`config.mk`:
```
export PLATFORM = sky130hd
export DESIGN_NAME = rx_uart_flat
export DESIGN_NICKNAME = d
export VERILOG_FILES = /design/src/rtl/rx_uart_if.sv /design/src/rtl/rx_uart.sv /design/src/flat_wrapper.sv
export SDC_FILE = /design/constraint.sdc
export NUM_CORES = 1
export LEC_CHECK = 0
export ABC_AREA = 1
export BUFFER_PORTS_ARGS = -buffer_cell sky130_fd_sc_hd__clkbuf_2
export CAP_MARGIN = 20
export CORE_ASPECT_RATIO = 1.1
export CORE_MARGIN = 1
export CORE_UTILIZATION = 40
export DETAILED_ROUTE_END_ITERATION = 10
export HOLD_SLACK_MARGIN = 0.02
export SLEW_MARGIN = 10
export SYNTH_ARGS = -nofsm -noshare
export SYNTH_HDL_FRONTEND = slang
export SYNTH_SLANG_ARGS = --single-unit
export TNS_END_PERCENT = 1
```
`constraint.sdc`:
```
create_clock -name clk -period 2.7 [get_ports clk]
set_input_delay 0.81 -clock clk [delete_from_list [all_inputs] [get_ports clk]]
set_output_delay 0.81 -clock clk [all_outputs]
set_load 0.05 [all_outputs]
```
`src/rtl/rx_uart_if.sv`:
```
// rx_uart_if: serial-line and received-byte signals of the rx_uart receiver
// Ports (modport slave = receiver side):
//   rx          in   serial line, idle high
//   baud_sel    in   3-bit baud select
//   data        out  last correctly received byte
//   valid       out  one-cycle pulse when data updates
//   framing_err out  one-cycle pulse on a low stop bit
//   parity_err  out  one-cycle pulse on an even-parity mismatch
//   busy        out  high while a frame is being received
interface rx_uart_if;
    logic       rx;
    logic [2:0] baud_sel;
    logic [7:0] data;
    logic       valid;
    logic       framing_err;
    logic       parity_err;
    logic       busy;
    modport master (output rx, baud_sel, input data, valid, framing_err, parity_err, busy);
    modport slave  (input rx, baud_sel, output data, valid, framing_err, parity_err, busy);
endinterface

```
`src/rtl/rx_uart.sv`:
```
// rx_uart: UART receiver, 8N1 by default, 8E1 when RX_UART_PARITY_EN is defined
// Ports:
//   clk  in  system clock (50 MHz), rising edge
//   rst  in  synchronous active-high reset
//   bus  rx_uart_if.slave: rx, baud_sel in; data, valid, framing_err, parity_err, busy out
// Optional macro: RX_UART_PARITY_EN adds the even-parity bit and the PARITY state.
module rx_uart (
    input logic      clk,
    input logic      rst,
    rx_uart_if.slave bus
);
`ifdef RX_UART_PARITY_EN
    typedef enum logic [2:0] {IDLE, START, DATA, PARITY, STOP} state_t;
    logic par_ok;
    logic perr;
`else
    typedef enum logic [2:0] {IDLE, START, DATA, STOP} state_t;
`endif
    state_t      state;
    logic        rx_q, rx_s, rx_p;
    logic [14:0] cnt, cpb, cpb_sel;
    logic [2:0]  bit_idx;
    logic [7:0]  sh, dat;
    logic        vld, ferr, bsy;
    logic        full_hit, half_hit;
    assign cpb_sel = bus.baud_sel == 3'd1 ? 15'd5208 :
                     bus.baud_sel == 3'd2 ? 15'd10417 :
                     bus.baud_sel == 3'd3 ? 15'd20833 : 15'd434;
    // cpb is the baud divisor latched at start detection
    assign full_hit = cnt == cpb - 15'd1;
    assign half_hit = cnt == (cpb >> 1) - 15'd1;
    always_ff @(posedge clk) begin
        if (rst) begin
            rx_q    <= 1'b1;
            rx_s    <= 1'b1;
            rx_p    <= 1'b1;
            state   <= IDLE;
            cnt     <= '0;
            cpb     <= '0;
            bit_idx <= '0;
            sh      <= '0;
            dat     <= '0;
            vld     <= 1'b0;
            ferr    <= 1'b0;
            bsy     <= 1'b0;
`ifdef RX_UART_PARITY_EN
            par_ok  <= 1'b1;
            perr    <= 1'b0;
`endif
        end else begin
            rx_q <= bus.rx;
            rx_s <= rx_q;
            rx_p <= rx_s;
            vld  <= 1'b0;
            ferr <= 1'b0;
`ifdef RX_UART_PARITY_EN
            perr <= 1'b0;
`endif
            cnt  <= cnt + 15'd1;
            case (state)
                IDLE: begin
                    cnt     <= '0;
                    bit_idx <= '0;
                    // rx_p must be high, so a line held low after a framing error cannot restart
                    if (rx_p && !rx_s) begin
                        state <= START;
                        bsy   <= 1'b1;
                        cpb   <= cpb_sel;
                    end
                end
                START: if (half_hit) begin
                    cnt <= '0;
                    if (rx_s) begin
                        state <= IDLE;
                        bsy   <= 1'b0;
                    end else
                        state <= DATA;
                end
                DATA: if (full_hit) begin
                    cnt     <= '0;
                    sh      <= {rx_s, sh[7:1]};
                    bit_idx <= bit_idx + 3'd1;
`ifdef RX_UART_PARITY_EN
                    if (bit_idx == 3'd7) state <= PARITY;
`else
                    if (bit_idx == 3'd7) state <= STOP;
`endif
                end
`ifdef RX_UART_PARITY_EN
                PARITY: if (full_hit) begin
                    cnt    <= '0;
                    par_ok <= rx_s == ^sh;
                    state  <= STOP;
                end
`endif
                STOP: if (full_hit) begin
                    cnt   <= '0;
                    state <= IDLE;
                    bsy   <= 1'b0;
                    if (!rx_s)
                        ferr <= 1'b1;
`ifdef RX_UART_PARITY_EN
                    else if (!par_ok)
                        perr <= 1'b1;
`endif
                    else begin
                        vld <= 1'b1;
                        dat <= sh;
                    end
                end
                default: state <= IDLE;
            endcase
        end
    end
    assign bus.data        = dat;
    assign bus.valid       = vld;
    assign bus.framing_err = ferr;
    assign bus.busy        = bsy;
`ifdef RX_UART_PARITY_EN
    assign bus.parity_err  = perr;
`else
    assign bus.parity_err  = 1'b0;
`endif
endmodule

```
`src/flat_wrapper.sv`:
```
// flat-port wrapper written by rule: the top's interface ports become plain ports
module rx_uart_flat 
  (clk, rst, bus_rx, bus_baud_sel, bus_data, bus_valid, bus_framing_err, bus_parity_err, bus_busy);
  rx_uart_if bus_i ();
  input logic clk;
  input logic rst;
  input wire logic [$bits(bus_i.rx)-1:0] bus_rx;
  input wire logic [$bits(bus_i.baud_sel)-1:0] bus_baud_sel;
  output wire logic [$bits(bus_i.data)-1:0] bus_data;
  output wire logic [$bits(bus_i.valid)-1:0] bus_valid;
  output wire logic [$bits(bus_i.framing_err)-1:0] bus_framing_err;
  output wire logic [$bits(bus_i.parity_err)-1:0] bus_parity_err;
  output wire logic [$bits(bus_i.busy)-1:0] bus_busy;
  assign bus_i.rx = bus_rx;
  assign bus_i.baud_sel = bus_baud_sel;
  assign bus_data = bus_i.data;
  assign bus_valid = bus_i.valid;
  assign bus_framing_err = bus_i.framing_err;
  assign bus_parity_err = bus_i.parity_err;
  assign bus_busy = bus_i.busy;
  rx_uart u_core (.clk(clk), .rst(rst), .bus(bus_i));
endmodule
```
### After elaboration in Yosys (flattened, before gate mapping)

Index checks and enable logic that the tools add are counted.

* register bits after elaboration: 58
* bits in read-only memories: 0
* input port bits: 6
* logic and storage cells: 68
* memories kept: 0
* bits in latches: 0
* bits in writable memories: 0

* reduce and logical (&&, ||, !) cells: 13
* multipliers: 0
* eq/ne operators: 15
* add/subtract/negate cells: 4
* div/mod/pow operators: 0
* order comparisons: 0
* mux-type cells: 22
* shift-type cells: 0
* bitwise gates (word level): 2

Operators with widths (count)
* 15-bit two-way mux: 5
* 15-bit case mux with 3 select lines: 1
* 15-bit == test: 2
* 3-bit two-way mux: 6
* 15-bit by 1-bit adder with 15-bit output, second input constant: 1
* 14-bit by 1-bit subtractor with 15-bit output, second input constant: 1
* 15-bit by 1-bit subtractor with 15-bit output, second input constant: 1
* 3-bit by 2-bit == test with 1-bit output, second input constant: 4
* 2-bit by 1-bit != test with 1-bit output, second input constant: 6
* 3-bit case mux with 4 select lines: 1
* 5-bit AND reduction: 2
* 3-bit by 1-bit == test with 1-bit output, second input constant: 2
* 1-bit two-way mux: 6
* 3-bit case mux with 2 select lines: 1
* 2-bit AND reduction: 3
* 3-bit by 1-bit adder with 3-bit output, second input constant: 1
* 3-bit == test, second input constant: 1
* 3-bit zero test: 1
* 1-bit case mux with 3 select lines: 1
* 3-bit AND reduction: 1
* 3-bit nonzero test: 1
* 3-bit OR reduction: 1
* 2-bit two-way mux: 1
* 1-bit inverter: 2
* 4 further kinds: 4

### Logic depth before layout (Yosys ltp)

* depth in word-level cells: 4
* gate-level depth with buffers: 17

### Worst setup path after synthesis

OpenSTA, ideal clock, no wires.

* path kind: register to register
* start point: register u_core.cpb[1]
* end point: register u_core.cnt[0]
* arrival time: 2.140 ns
* library setup time: 0.117 ns
* path buffers: 1
* path slack: 0.443 ns
* cell stages (with the launch flop): 18
* cell sequence: dfxtp_1 -> inv_2 -> ha_1 -> ha_1 -> inv_1 -> nand2_1 -> nand2_1 -> nor2_1 -> nand2_1 -> nor2_1 -> nand3_1 -> nor2_2 -> nand3_4 -> nand2_1 -> nand2_1 -> nand2_2 -> buf_6 -> nor2_1

* word-level cells in the longest chain between the ends: 4
* elaborated cells on any way between the ends: 7
* classes of those cells: 2 x add/sub; 2 x eq/ne; 3 x mux

RTL lines
* start, declared: RTL line rx_uart.sv:21 `logic [14:0] cnt, cpb, cpb_sel;`
* start signal, assigned: RTL line rx_uart.sv:68 `cpb <= cpb_sel;`
* 15-bit by 1-bit subtractor with 15-bit output or 14-bit by 1-bit subtractor with 15-bit output (tied branches): RTL line rx_uart.sv:30, rx_uart.sv:31
* 15-bit == test (on tied branches): RTL line rx_uart.sv:30, rx_uart.sv:31
* 15-bit two-way mux (on tied branches): RTL line rx_uart.sv:79, rx_uart.sv:96, rx_uart.sv:71
* 15-bit case mux with 3 select lines (*): RTL line rx_uart.sv:60 `case (state)`
* end signal, assigned: RTL line rx_uart.sv:59 `cnt <= cnt + 15'd1;`
* end, declared: RTL line rx_uart.sv:21

Every way passes the cells marked *; elsewhere a longest branch is shown, timed or not.
A chain may end at the register's enable or synchronous reset.

### Final worst setup path

* start point: register u_core.cpb[1]
* end point: register u_core.sh[5]

* word-level cells in the longest chain between the ends: 3

RTL lines
* 15-bit by 1-bit subtractor with 15-bit output: RTL line rx_uart.sv:30 `assign full_hit = cnt == cpb - 15'd1;`
* 15-bit == test: RTL line rx_uart.sv:30
* 2-bit AND reduction (no source line)
* end signal, assigned: RTL line rx_uart.sv:81 `sh <= {rx_s, sh[7:1]};`
* end, declared: RTL line rx_uart.sv:23 `logic [7:0] sh, dat;`

No other way between the ends.

==> flow_metrics.py <==
metrics = {
    "setup_path": {
        "worstSetupStartpointType": "flip-flop",
        "crit_fanout": 6,
        "arrival_ns": 2.65,
        "crit_type": "flip-flop to flip-flop",
        "worstSetupEndpointType": "flip-flop",
        "rr_worst_depth": 14,
        "required_ns": 2.90,
    },
    "logic_synthesis": {
        "postSynthCellCount": 482,
        "yosysSeqAreaShare": 0.3316,
        "synth_seq_cells": 52,
        "synth.distinct_cells": 37,
        "ys_warn_count": 0,
        "synth_area_per_cell_um2": 6.513,
        "syn_nets": 494,
        "synth_area_um2": 3139,
    },
    "power": {
        "p_comb_frac": 0.333,
        "p_clk_frac": 0.283,
        "p_sw_frac": 0.3691,
        "p_switching_mw": 0.8178,
        "p_int_mw": 1.398,
        "irDropWorstVdd_uv": 367.4,
        "power.leakage_nw": 1.595,
        "p_total_mw": 2.216,
        "powerDensity_nw_per_um2": 639.8,
        "pwr-share-seq": 0.384,
    },
    "sta": {
        "finalSetupTns_ns": 0,
        "drv_slew": 0,
        "rsz0062_at_grt": "false",
        "finalSetupViolCount": 0,
        "fmaxAchievable_mhz": 409.2,
        "finalCritPeriodShare": 0.9052,
        "hold_violations": 0,
        "final.setup_skew_ns": 0.006708,
        "fin_crit_ns": 2.444,
    },
    "grt": {
        "grt_pass1_wl_um": 12500,
        "first_global_vias": 2713,
        "grt_max_degree": 18,
        "antenna_found_initial": 0,
        "grt_usage": 0.1937,
        "grt_overflow": 0,
    },
    "final_layout": {
        "fillCellCount": 812,
        "final_cell_mix": "126 x nand2_1, 79 x nor2_1, 51 x inv_1, 51 x dfxtp_1, 30 x nand3_1",
        "seq_area_um2": 1042,
        "syn_to_final_growth_pct": 10.32,
        "mostFrequentLayoutCell": "nand2_1",
        "drive_gt1_frac": 0.1375,
        "num_antenna_cells": 0,
        "multi_input_area_um2": 1798,
        "utilization": 0.4609,
        "final_area_um2": 3463,
        "layout.nets": 514,
    },
    "status": {
        "status": "finished, final reports clean",
    },
    "floorplanning": {
        "num_rows": 33,
        "die_h_um": 94.92,
        "die_x_um": 86.47,
        "core_area_um2": 7515,
        "dieArea_um2": 8207,
        "ios": 18,
        "start_util": 0.4177,
    },
    "cts": {
        "clkTransAtPathRegs_ns": 0.10,
        "cts_hold_buffers": 0,
        "cts.sinks": 52,
        "clk_latency_ns": 0.31,
        "cts_root_buf": "clkbuf_8",
        "cts_inserted_buffers": 5,
        "cts_max_level": 2,
        "cts_max_path_buffers": 2,
        "cts_tree": "done",
    },
    "detailed_routing": {
        "ant_nets": 0,
        "wl_um": 7354,
        "viasPerCell": 4.776,
        "post_drt_wl_per_cell_um": 12.12,
        "num_vias": 2899,
        "first_iter_violations": 141,
        "drc": 0,
        "dr.pass1.iters": 4,
    },
    "hold_path": {
        "hold_path_class": "flip-flop to flip-flop",
        "hold-path-cell-count": 1,
    },
    "placement": {
        "hpwl_um": 5675,
        "postPlaceCellArea_um2": 3306,
        "routabilityCongestion": 0.9336,
        "io_buffers": 16,
    },
    "job": {
        "drv_cap": 0,
    },
}
[worst max-delay path, stage by stage, from the launching register on]
cell	delay, ns
dfxtp_2	0.39
inv_2	0.08
ha_1	0.27
ha_1	0.32
inv_1	0.04
nand2_1	0.05
nand2_1	0.04
nor2_1	0.07
nand2_1	0.05
nor2_1	0.13
nand3_1	0.09
nor3_1	0.24
nand3_1	0.27
nor3_1	0.22
nor2_1	0.06
[timing repair]
| action | in CTS | in global routing |
|---|---|---|
| setup endpoints to repair | 0 | 34 |
| hold endpoints to repair | 0 | 0 |
| buffers inserted | 0 | 3 |
| resized for setup | 0 | 2 |
[registers in the layout, indices dropped and copies added (netlist names)]
name / flops
u_core.rx_q: 1
u_core.state: 2
u_core.cpb: 10
u_core.bus.valid: 1
u_core.bit_idx: 3
u_core.bus.busy: 1
u_core.cnt: 15
u_core.rx_p: 1
u_core.bus.data: 8
u_core.bus.framing_err: 1
u_core.rx_s: 1
u_core.sh: 8
[area by class of cell]
class	instances	area share
flip-flops and latches	52	0.3009
well taps	105	0.03793
inverters	63	0.06864
multi-input cells	358	0.5191
clock buffers	5	0.01987
clock inverters	2	0.01734
repair buffers	22	0.03613
[metrics by stage]
stage                     setup WS, ns  std cells  hold slack (ns)
after detailed placement        0.1396        597           0.3993
after floorplan                 0.4427        482           0.3895
after global placement          0.2149        597           0.4006
after global routing           0.01098        607           0.4427
after CTS                       0.1278        604           0.4302
final                           0.2560        607           0.4257
[cells in the mapped netlist]
cell | n | share of area
a211oi_1 | 3 | 0.0072
a21oi_1 | 13 | 0.021
a21oi_2 | 2 | 0.0056
a31oi_1 | 1 | 0.0020
buf_1 | 1 | 0.0012
buf_4 | 1 | 0.0024
buf_6 | 4 | 0.014
clkbuf_1 | 3 | 0.0036
clkinv_1 | 2 | 0.0024
clkinv_2 | 1 | 0.0016
conb_1 | 1 | 0.0012
dfxtp_1 | 52 | 0.33
ha_1 | 6 | 0.024
inv_1 | 51 | 0.061
inv_2 | 9 | 0.011
nand2_1 | 126 | 0.15
nand2_2 | 6 | 0.012
nand2_4 | 1 | 0.0036
nand3_1 | 30 | 0.048
nand3_4 | 1 | 0.0056
nand3b_1 | 4 | 0.0096
nand4_1 | 3 | 0.0060
nor2_1 | 79 | 0.094
nor2_2 | 6 | 0.012
nor2_4 | 6 | 0.022
nor3_1 | 14 | 0.022
nor3_2 | 2 | 0.0064
nor3b_2 | 1 | 0.0040
nor4_2 | 1 | 0.0040
o21a_1 | 2 | 0.0048
o21ai_0 | 14 | 0.022
o21ai_1 | 14 | 0.022
o22ai_1 | 1 | 0.0020
or2_2 | 2 | 0.0040
xnor2_1 | 7 | 0.020
xor2_1 | 11 | 0.031
xor2_2 | 1 | 0.0052
[routing by layer]
metal	vias to the layer above	wire, um	track usage
li1	1546	-	-
met1	1318	3563	0.2443
met2	29	3533	0.3426
met3	6	166	0.02972
met4	0	91	0.05139
met5	-	0	0
[final timing paths]
| check | to | start | slack (ns) |
|---|---|---|---|
| worst max-delay path | u_core.sh[5] | u_core.cpb[1] | 0.26 |
| worst min-delay path | u_core.rx_s | u_core.rx_q | 0.43 |
| worst max register to register | u_core.sh[5] | u_core.cpb[1] | 0.26 |
| worst min register to register | u_core.rx_s | u_core.rx_q | 0.43 |
[cell families (layout without fill, tap and decap cells)]
kind of cell,after synthesis,in the layout,share of synthesized area
and+or+nand+nor,282,282,0.4037
buffers and inverters,72,92,0.09725
DFF,52,52,0.3316
AOI/OAI and AO/OA,50,50,0.08689
xor gates and xnor gates,19,19,0.05540
adders and majority gates,6,6,0.02391
other,1,1,0.001195
[power groups by stage]
stage / sequential (mW) / combinational [mW] / clock, mW
floorplan: 0.873 / 0.578 / 0
global placement: 0.867 / 0.725 / 0
detailed placement: 0.867 / 0.726 / 0
CTS: 0.850 / 0.732 / 0.645
global route: 0.856 / 0.840 / 0.665
finish: 0.851 / 0.738 / 0.627
(Power assumes the default switching activity.)
